`config.mk`:
```
export PLATFORM = sky130hd
export DESIGN_NAME = mac_tile_simd
export DESIGN_NICKNAME = d
export VERILOG_FILES = /design/src/rtl/mac_tile_simd.sv
export SDC_FILE = /design/constraint.sdc
export NUM_CORES = 1
export LEC_CHECK = 0
export CAP_MARGIN = 20
export CORE_MARGIN = 4
export CORE_UTILIZATION = 55
export CTS_BUF_LIST = sky130_fd_sc_hd__clkbuf_8
export DETAILED_ROUTE_END_ITERATION = 10
export HOLD_SLACK_MARGIN = 0.15
export PLACE_DENSITY = 0.74
export SYNTH_ARGS = -nofsm -noshare
export SYNTH_HDL_FRONTEND = slang
export SYNTH_SLANG_ARGS = --single-unit
```
`constraint.sdc`:
```
create_clock -name clk -period 12.45 [get_ports clk]
set_clock_uncertainty 0.1 [all_clocks]
set_input_delay 2.49 -clock clk [delete_from_list [all_inputs] [get_ports clk]]
set_output_delay 2.49 -clock clk [all_outputs]
set_load 0.05 [all_outputs]
```
`src/rtl/mac_tile_simd.sv`:
```
// mac_tile_simd
// Weight-stationary systolic MAC tile with run-time SIMD activation precision.
// One tile runs one lane of bw-bit, two lanes of bw/2-bit or four lanes of
// bw/4-bit unsigned activations, each lane against its own signed bw-bit
// stationary weight. A small load FSM captures the lane weights and then
// forwards further kernel-load instructions east.
//
// Build option: define MAC_TILE_SAT_EN to clamp the partial sum to the signed
// psum_bw range; otherwise the sum wraps (two's complement).
//
// Ports:
//   clk     in   clock, rising edge
//   reset   in   synchronous active-high reset
//   in_w    in   [bw-1:0]      activation (execute) / weight (kernel load) from west
//   inst_w  in   [1:0]         bit1 execute, bit0 kernel load
//   in_n    in   [psum_bw-1:0] partial sum from north
//   mode    in   [1:0]         0: 1 lane, 1: 2 lanes, 2: 4 lanes, 3: as 0
//   reload  in   return a READY tile to IDLE for a new kernel
//   out_e   out  [bw-1:0]      registered activation to east
//   inst_e  out  [1:0]         registered instruction to east
//   out_s   out  [psum_bw-1:0] partial sum to south (comb. from registers)
module mac_tile_simd #(
    parameter int bw      = 4,
    parameter int psum_bw = 16
) (
    input  logic               clk,
    input  logic               reset,
    input  logic [bw-1:0]      in_w,
    input  logic [1:0]         inst_w,
    input  logic [psum_bw-1:0] in_n,
    input  logic [1:0]         mode,
    input  logic               reload,
    output logic [bw-1:0]      out_e,
    output logic [1:0]         inst_e,
    output logic [psum_bw-1:0] out_s
);

    localparam int SW = psum_bw + 3;   // internal sum width before reduction
    localparam int HW = bw / 2;        // lane width in 2-lane mode
    localparam int QW = bw / 4;        // lane width in 4-lane mode

    localparam logic [1:0] ST_IDLE  = 2'd0;
    localparam logic [1:0] ST_LOAD  = 2'd1;
    localparam logic [1:0] ST_READY = 2'd2;

    localparam logic signed [SW-1:0] SAT_MAX = {{(SW-psum_bw+1){1'b0}}, {(psum_bw-1){1'b1}}};
    localparam logic signed [SW-1:0] SAT_MIN = {{(SW-psum_bw+1){1'b1}}, {(psum_bw-1){1'b0}}};

    logic [1:0]         state_r;
    logic [1:0]         mode_r;
    logic [1:0]         cnt_r;
    logic [1:0]         inst_r;
    logic [bw-1:0]      a_r;
    logic [psum_bw-1:0] c_r;
    logic [bw-1:0]      w_r [4];

    logic [bw-1:0]        act_s [4];
    logic signed [SW-1:0] sum_s;
    logic [psum_bw-1:0]   res_s;

    // Index of the last lane for a mode (lane count minus one); 3 acts as 0.
    function automatic logic [1:0] last_lane(input logic [1:0] m);
        logic [1:0] r;
        case (m)
            2'd1:    r = 2'd1;
            2'd2:    r = 2'd3;
            default: r = 2'd0;
        endcase
        return r;
    endfunction

    // Control FSM, weight capture and west-to-east pipeline registers.
    always_ff @(posedge clk) begin
        if (reset) begin
            state_r <= ST_IDLE;
            mode_r  <= 2'd0;
            cnt_r   <= 2'd0;
            inst_r  <= 2'b00;
            a_r     <= {bw{1'b0}};
            c_r     <= {psum_bw{1'b0}};
            for (int i = 0; i < 4; i++) begin
                w_r[i] <= {bw{1'b0}};
            end
        end else begin
            c_r       <= in_n;
            inst_r[1] <= inst_w[1];
            // Load instructions are consumed locally until every lane holds a weight.
            inst_r[0] <= (state_r == ST_READY) ? inst_w[0] : 1'b0;
            if (inst_w != 2'b00) begin
                a_r <= in_w;
            end
            case (state_r)
                ST_IDLE: begin
                    mode_r <= mode;
                    cnt_r  <= 2'd0;
                    if (inst_w[0]) begin
                        w_r[0] <= in_w;
                        // Lane count comes from the mode captured this same cycle,
                        // so the LOAD phase and the arithmetic agree on it.
                        if (last_lane(mode) == 2'd0) begin
                            state_r <= ST_READY;
                        end else begin
                            cnt_r   <= 2'd1;
                            state_r <= ST_LOAD;
                        end
                    end
                end
                ST_LOAD: begin
                    if (inst_w[0]) begin
                        w_r[cnt_r] <= in_w;
                        cnt_r      <= cnt_r + 2'd1;
                        if (cnt_r == last_lane(mode_r)) begin
                            state_r <= ST_READY;
                        end
                    end
                end
                ST_READY: begin
                    // A load arriving with reload is forwarded, not captured.
                    if (reload) begin
                        state_r <= ST_IDLE;
                    end
                end
                default: begin
                    state_r <= ST_IDLE;
                end
            endcase
        end
    end

    // Lane split of the activation and signed multiply-accumulate.
    always_comb begin
        for (int i = 0; i < 4; i++) begin
            act_s[i] = {bw{1'b0}};
        end
        case (mode_r)
            2'd1: begin
                for (int i = 0; i < 2; i++) begin
                    act_s[i] = {{(bw-HW){1'b0}}, a_r[i*HW +: HW]};
                end
            end
            2'd2: begin
                for (int i = 0; i < 4; i++) begin
                    act_s[i] = {{(bw-QW){1'b0}}, a_r[i*QW +: QW]};
                end
            end
            default: begin
                act_s[0] = a_r;
            end
        endcase
        sum_s = {{(SW-psum_bw){c_r[psum_bw-1]}}, c_r};
        // Unused lanes have a zero activation and add nothing.
        for (int i = 0; i < 4; i++) begin
            sum_s = sum_s + ($signed({{(SW-bw){1'b0}}, act_s[i]}) *
                             $signed({{(SW-bw){w_r[i][bw-1]}}, w_r[i]}));
        end
    end

    // Reduce the wide sum to psum_bw bits.
    always_comb begin
        res_s = sum_s[psum_bw-1:0];
`ifdef MAC_TILE_SAT_EN
        if (sum_s > SAT_MAX) begin
            res_s = SAT_MAX[psum_bw-1:0];
        end else if (sum_s < SAT_MIN) begin
            res_s = SAT_MIN[psum_bw-1:0];
        end else begin
            res_s = sum_s[psum_bw-1:0];
        end
`else
        res_s = sum_s[psum_bw-1:0];
`endif
    end

    assign out_e  = a_r;
    assign inst_e = inst_r;
    assign out_s  = res_s;

endmodule

```
# --- Word-level counts from Yosys, hierarchy flattened ---
# Memory sizes are Yosys's and may differ from the RTL's.
# Cells that the tools add are included.
word_totals:
  reg_bits: 28
  ramBits: 16
  input_bits: 27
  output_inout_bits: 22
  elab_cells: 72
  n_memories: 1
op_classes:
  add_sub_neg: 5
  mul: 4
  eq_ne: 11
  muxes: 34
  n_bitwise: 2
  n_reduce_logical: 8
memory_table:
  columns: ["memory", "depth", "word_bits", "read_ports", "rd_ports_with_merged_regs", "wr", "line", "source"]
  rows:
  - ["w_r", 4, 4, 4, 0, 4, "55", "logic [bw-1:0] w_r [4];"]
op_table:
  columns: ["operator", "n"]
  rows:
  - ["$add 16x9->16", 2]
  - ["$mux 2", 13]
  - ["$mul 5x4->9", 2]
  - ["$add 16x6->16", 1]
  - ["$add 16x7->16", 1]
  - ["$pmux 2 s2", 4]
  - ["$mux 1", 12]
  - ["$mux 4", 2]
  - ["$ne 2x2->1 const B", 4]
  - ["$pmux 4 s2", 1]
  - ["$mul 3x4->7", 1]
  - ["$eq 2x1->1 const B", 3]
  - ["$eq 2x2->1 const B", 3]
  - ["$mul 2x4->6", 1]
  - ["$pmux 2 s3", 1]
  - ["$mux 5", 1]
  - ["$logic_not 2->1", 2]
  - ["$reduce_and 4->1", 1]
  - ["$reduce_bool 2->1", 2]
  - ["$reduce_or 4->1", 1]
  - ["$add 2x1->2 const B", 1]
  - ["$eq 2x2->1", 1]
  - ["$reduce_and 2->1", 1]
  - ["$reduce_or 2->1", 1]
  - ["other kinds (2)", 2]

# --- Longest topological paths before layout ---
depth:
  word_depth: 9
  mapped_depth: 24
  mapped_depth_nobuf: 23

# --- Worst setup path after synthesis ---
# Ideal clock, no wire load.
synth_timing:
  path_type: "flip-flop to output port"
  from: "register mode_r[0]"
  to: "output out_s[14]"
  arrival_ns: 6.176
  required_time_ns: 9.860
  setup_slack_ns: 3.684
  path_stages_with_launch: 21
  n_path_buf: 1
  path_cell_list: "dfxtp_1 inv_1 ha_1 clkbuf_1 o21a_1 nor2_1 fa_1 fa_1 fa_1 fa_1 inv_1 fa_1 fa_1 inv_1 ha_1 nand3_1 nor2_1 o21a_1 a41oi_1 a31oi_1 xor2_1"
synth_via:
  elab_chain_cells: 7
  word_cells_on_any_way: 13
  classes_between: "add/sub: 4; mul: 4; eq/ne: 2; mux: 3"
synth_rtl:
  columns: ["element", "line", "source"]
  rows:
  - ["start: declaration", "50", "logic [1:0] mode_r;"]
  - ["start signal: assignment", "94", "mode_r <= mode;"]
  - ["$eq 2x2->1 or $eq 2x1->1 (tied branches)", "135", "case (mode_r)"]
  - ["$pmux 4 s2", "135", null]
  - ["$mul 5x4->9", "153", "sum_s = sum_s + ($signed({{(SW-bw){1'b0}}, act_s[i]}) *"]
  - ["$add 16x9->16", "153", null]
  - ["$add 16x7->16", "153", null]
  - ["$add 16x6->16", "153", null]
  - ["$add 16x9->16 (*)", "153", null]
  - ["end: declaration", "35", "output logic [psum_bw-1:0] out_s"]
# Mark *: on every way between the ends. The rest lies on a longest branch, timed or not.

# --- Worst setup path in the final report ---
# Same ends and word-level chain as after synthesis.

==> flow_summary.toml <==
[run_status]
status = "complete, no violations"

[setup_path]
crit_buf_inv = 4
reg2reg_from = "state_r[1]"
cp_max_fo = 11
cp_slowest_cell = "clkdlybuf4s50_1"
critPathLaunchType = "flip-flop"
cp_top_family = "adder cells"
reg2reg_to = "w_r[1][2]"
crit_arrival_ns = 6.96
worst-r2r-cell-count = 4
reg2reg_slack_ns = 10.51
endpoint_kind = "output port"
cp_common_cell = "fa_1"
cpPeakStageDelay_ns = 0.82
path_cells = "inv_1 > ha_1 > o21a_1 > nor2_1 > fa_1 > fa_1 > fa_1 > fa_1 > inv_1 > fa_1 > fa_1 > inv_1 > ha_1 > nand3_1 > nor2_1 > o21a_1 > a41oi_1 > a31oi_1 > xor2_1 > clkdlybuf4s50_1"
crit_required_ns = 9.86
critical_path_class = "flip-flop to output port"

[clock_network]
tritoncts = "done"
cts_buffers = 5
cts.clk_slew.worst_paths_ns = 0.07
worstSkewPairLatency_ns = 0.30
h-tree-depth = 2
ctsResizeCount = 0
hold_buffers = 0
postCtsSetupRepairBufs = 0
cts.sinks = 44
cts_root_buffer = "clkbuf_8"
cts_buffer_depth = 2

[synth]
netlist_area_sq_mm = 0.00463
synth_common_cells = "inv_1 (84), ha_1 (74), fa_1 (51)"
syn_area_per_cell_sq_um = 9.83
ys_types = 40
synth_top_area_share_pct = 22.1
ys.warnings.count = 0
netlist_instances = 471
synth_seq_cells = 44
synth_area_leaders = "fa_1 (22%), ha_1 (20%), dfxtp_1 (12%)"
ys_seq_area_share_pct = 22.5
ys.flop_type = "dfxtp_1"
synth_top_cell_by_area = "fa_1"
syn_nets = 623
async_flop_share_pct = 0
synth.most_common_cell = "inv_1"
synth_edf_count = 16

[global_route]
grt_pass1_vias = 3418
grt_overflow = 0
grt_pass1_wl_microns = 15100
antenna_found_initial = 0
grt_max_degree = 21
grt.total_usage_pct = 18.7

[routing]
drtIter0Drc = 84
viasPerCell = 5.18
ant_nets = 0
wirelength_microns = 8310
vias = 3222
dr.pass1.iters = 4
drc = 0
routedWlPerCell_microns = 13.4

[layout]
register_area_sq_mm = 0.00104
syn2layout_area_growth_pct = 14.2
fin_cells = 622
multiInputGateArea_sq_mm = 0.00322
final_nets = 668
n_fill_cell = 672
diodes = 0
layout-drive-gt1-share_pct = 3.29

[floorplan]
die_w_microns = 99.7
rows = 33
io_pins = 49
core_sq_mm = 0.00822
die-area_sq_mm = 0.00995
die_h_microns = 99.7
start_util_pct = 56.3

[hold_path]
worstHoldStart = "mode_r[0]"
hold_path_end = "mode_r[0]"
min_path_cells = 2
hp-class = "flip-flop to flip-flop"

[run]
maxCapViolCount = 0

[timing]
hold_viol = 0
finalCriticalPeriod_ns = 9.55
rsz0062_at_grt = "false"
slew_violations = 0
max_slew.worst_pin.slew_ns = 0.869
slew_headroom_pct = 41.5
setup_viol = 0
tns_ns = 0
setup_slack_ns = 2.90
clock.fmax_mhz = 105
period_share_pct = 76.7

[pwr]
powerDensity_mw_per_mm2 = 138
p_int_w = 0.000375
power_frac_comb_pct = 65.3
switching_share_pct = 48.7
p_leak_nw = 2.71
seqPwrFrac_pct = 22.8
power_switching_w = 0.000356
peakVddDrop_mv = 0.0931
p_clk_share_pct = 11.9

[placement]
routabilityCongestion = 0.818
dp.cells = 614
port-buffer-count = 48
dp_slack_ns = 3.24
dpl.hpwl_microns = 7010
-- cells by family after synthesis --
kind of cell / Yosys count / share of synthesized area (%)
flops: 44 / 22.5
compound gates: 68 / 9.73
fa+ha+maj: 125 / 42.1
simple gates: 116 / 13.4
mux: 1 / 0.243
buf+inv: 95 / 7.87
xor+xnor: 22 / 4.16
-- worst register-to-register path, delay by kind of cell (launching register included) --
family / cells / cell delay, ns
flops: 1 / 0.40
simple gates: 4 / 1.15
-- layout by cell type, fill, tap and decap left out, types with 6 or more instances in the layout --
cell	instances
ha_1	74
inv_1	85
a21oi_1	23
a21o_1	9
nand3_1	7
edfxtp_1	16
and3_1	20
o21a_1	6
nand2_1	19
o21ai_0	13
and2_1	19
xnor2_1	14
xor2_1	8
fa_1	51
nor2_1	19
nor2b_1	18
dfxtp_1	28
clkdlybuf4s50_1	48
-- layer usage --
| metal | wire length [microns] | vias to the layer above | track usage, % |
|---|---|---|---|
| met4 | 117 | 0 | 4.52 |
| met2 | 3890 | 76 | 31.5 |
| met3 | 340 | 14 | 2.17 |
| met5 | 0 | - | 0 |
| li1 | - | 1616 | - |
| met1 | 3960 | 1516 | 25.7 |
-- power by group through the flow --
stage / registers (W) / clock network (W) / logic [W]
detailed placement: 0.000170 / 0 / 0.000479
finish: 0.000167 / 0.0000870 / 0.000477
global placement: 0.000170 / 0 / 0.000471
global route: 0.000168 / 0.0000951 / 0.000525
floorplan: 0.000168 / 0 / 0.000356
CTS: 0.000167 / 0.0000898 / 0.000483
-- metrics by stage --
step           power (W)  util (%)  hold slack, ns  instance area (sq um)
5_1_grt         0.000788      64.3           0.427                   5280
3_5_place_dp    0.000649      63.3           0.393                   5200
4_1_cts         0.000739      64.3           0.404                   5280
2_1_floorplan   0.000525         -           0.371                   4630
3_3_place_gp    0.000641      63.3           0.388                   5200
6_report        0.000731      64.3           0.401                   5280
-- final cells by class --
type	count	share of cell area (%)
multi-input combinational	332	61.0
timing repair buffer	49	9.24
inverter	84	5.97
clock inverter	3	0.308
sequential	44	19.7
clock buffer	5	1.30
tap	105	2.49
-- worst max path at each step --
stage                   start   endpoint  slack, ns  cells past startpoint
floorplan           mode_r[0]  out_s[14]       3.68                     20
global placement    mode_r[0]  out_s[14]       3.38                     20
detailed placement  mode_r[0]  out_s[14]       3.24                     20
CTS                 mode_r[0]  out_s[14]       2.89                     20
global route        mode_r[0]  out_s[14]       2.49                     20
finish              mode_r[0]  out_s[14]       2.90                     20
-- sequential cells by signal (all words and copies together), names as in the netlist --
signal / cells
mode_r: 2
c_r: 16
w_r: 16
out_e: 4
cnt_r: 2
inst_e: 2
state_r: 2
No activity file was read; power rests on OpenSTA's default activity.
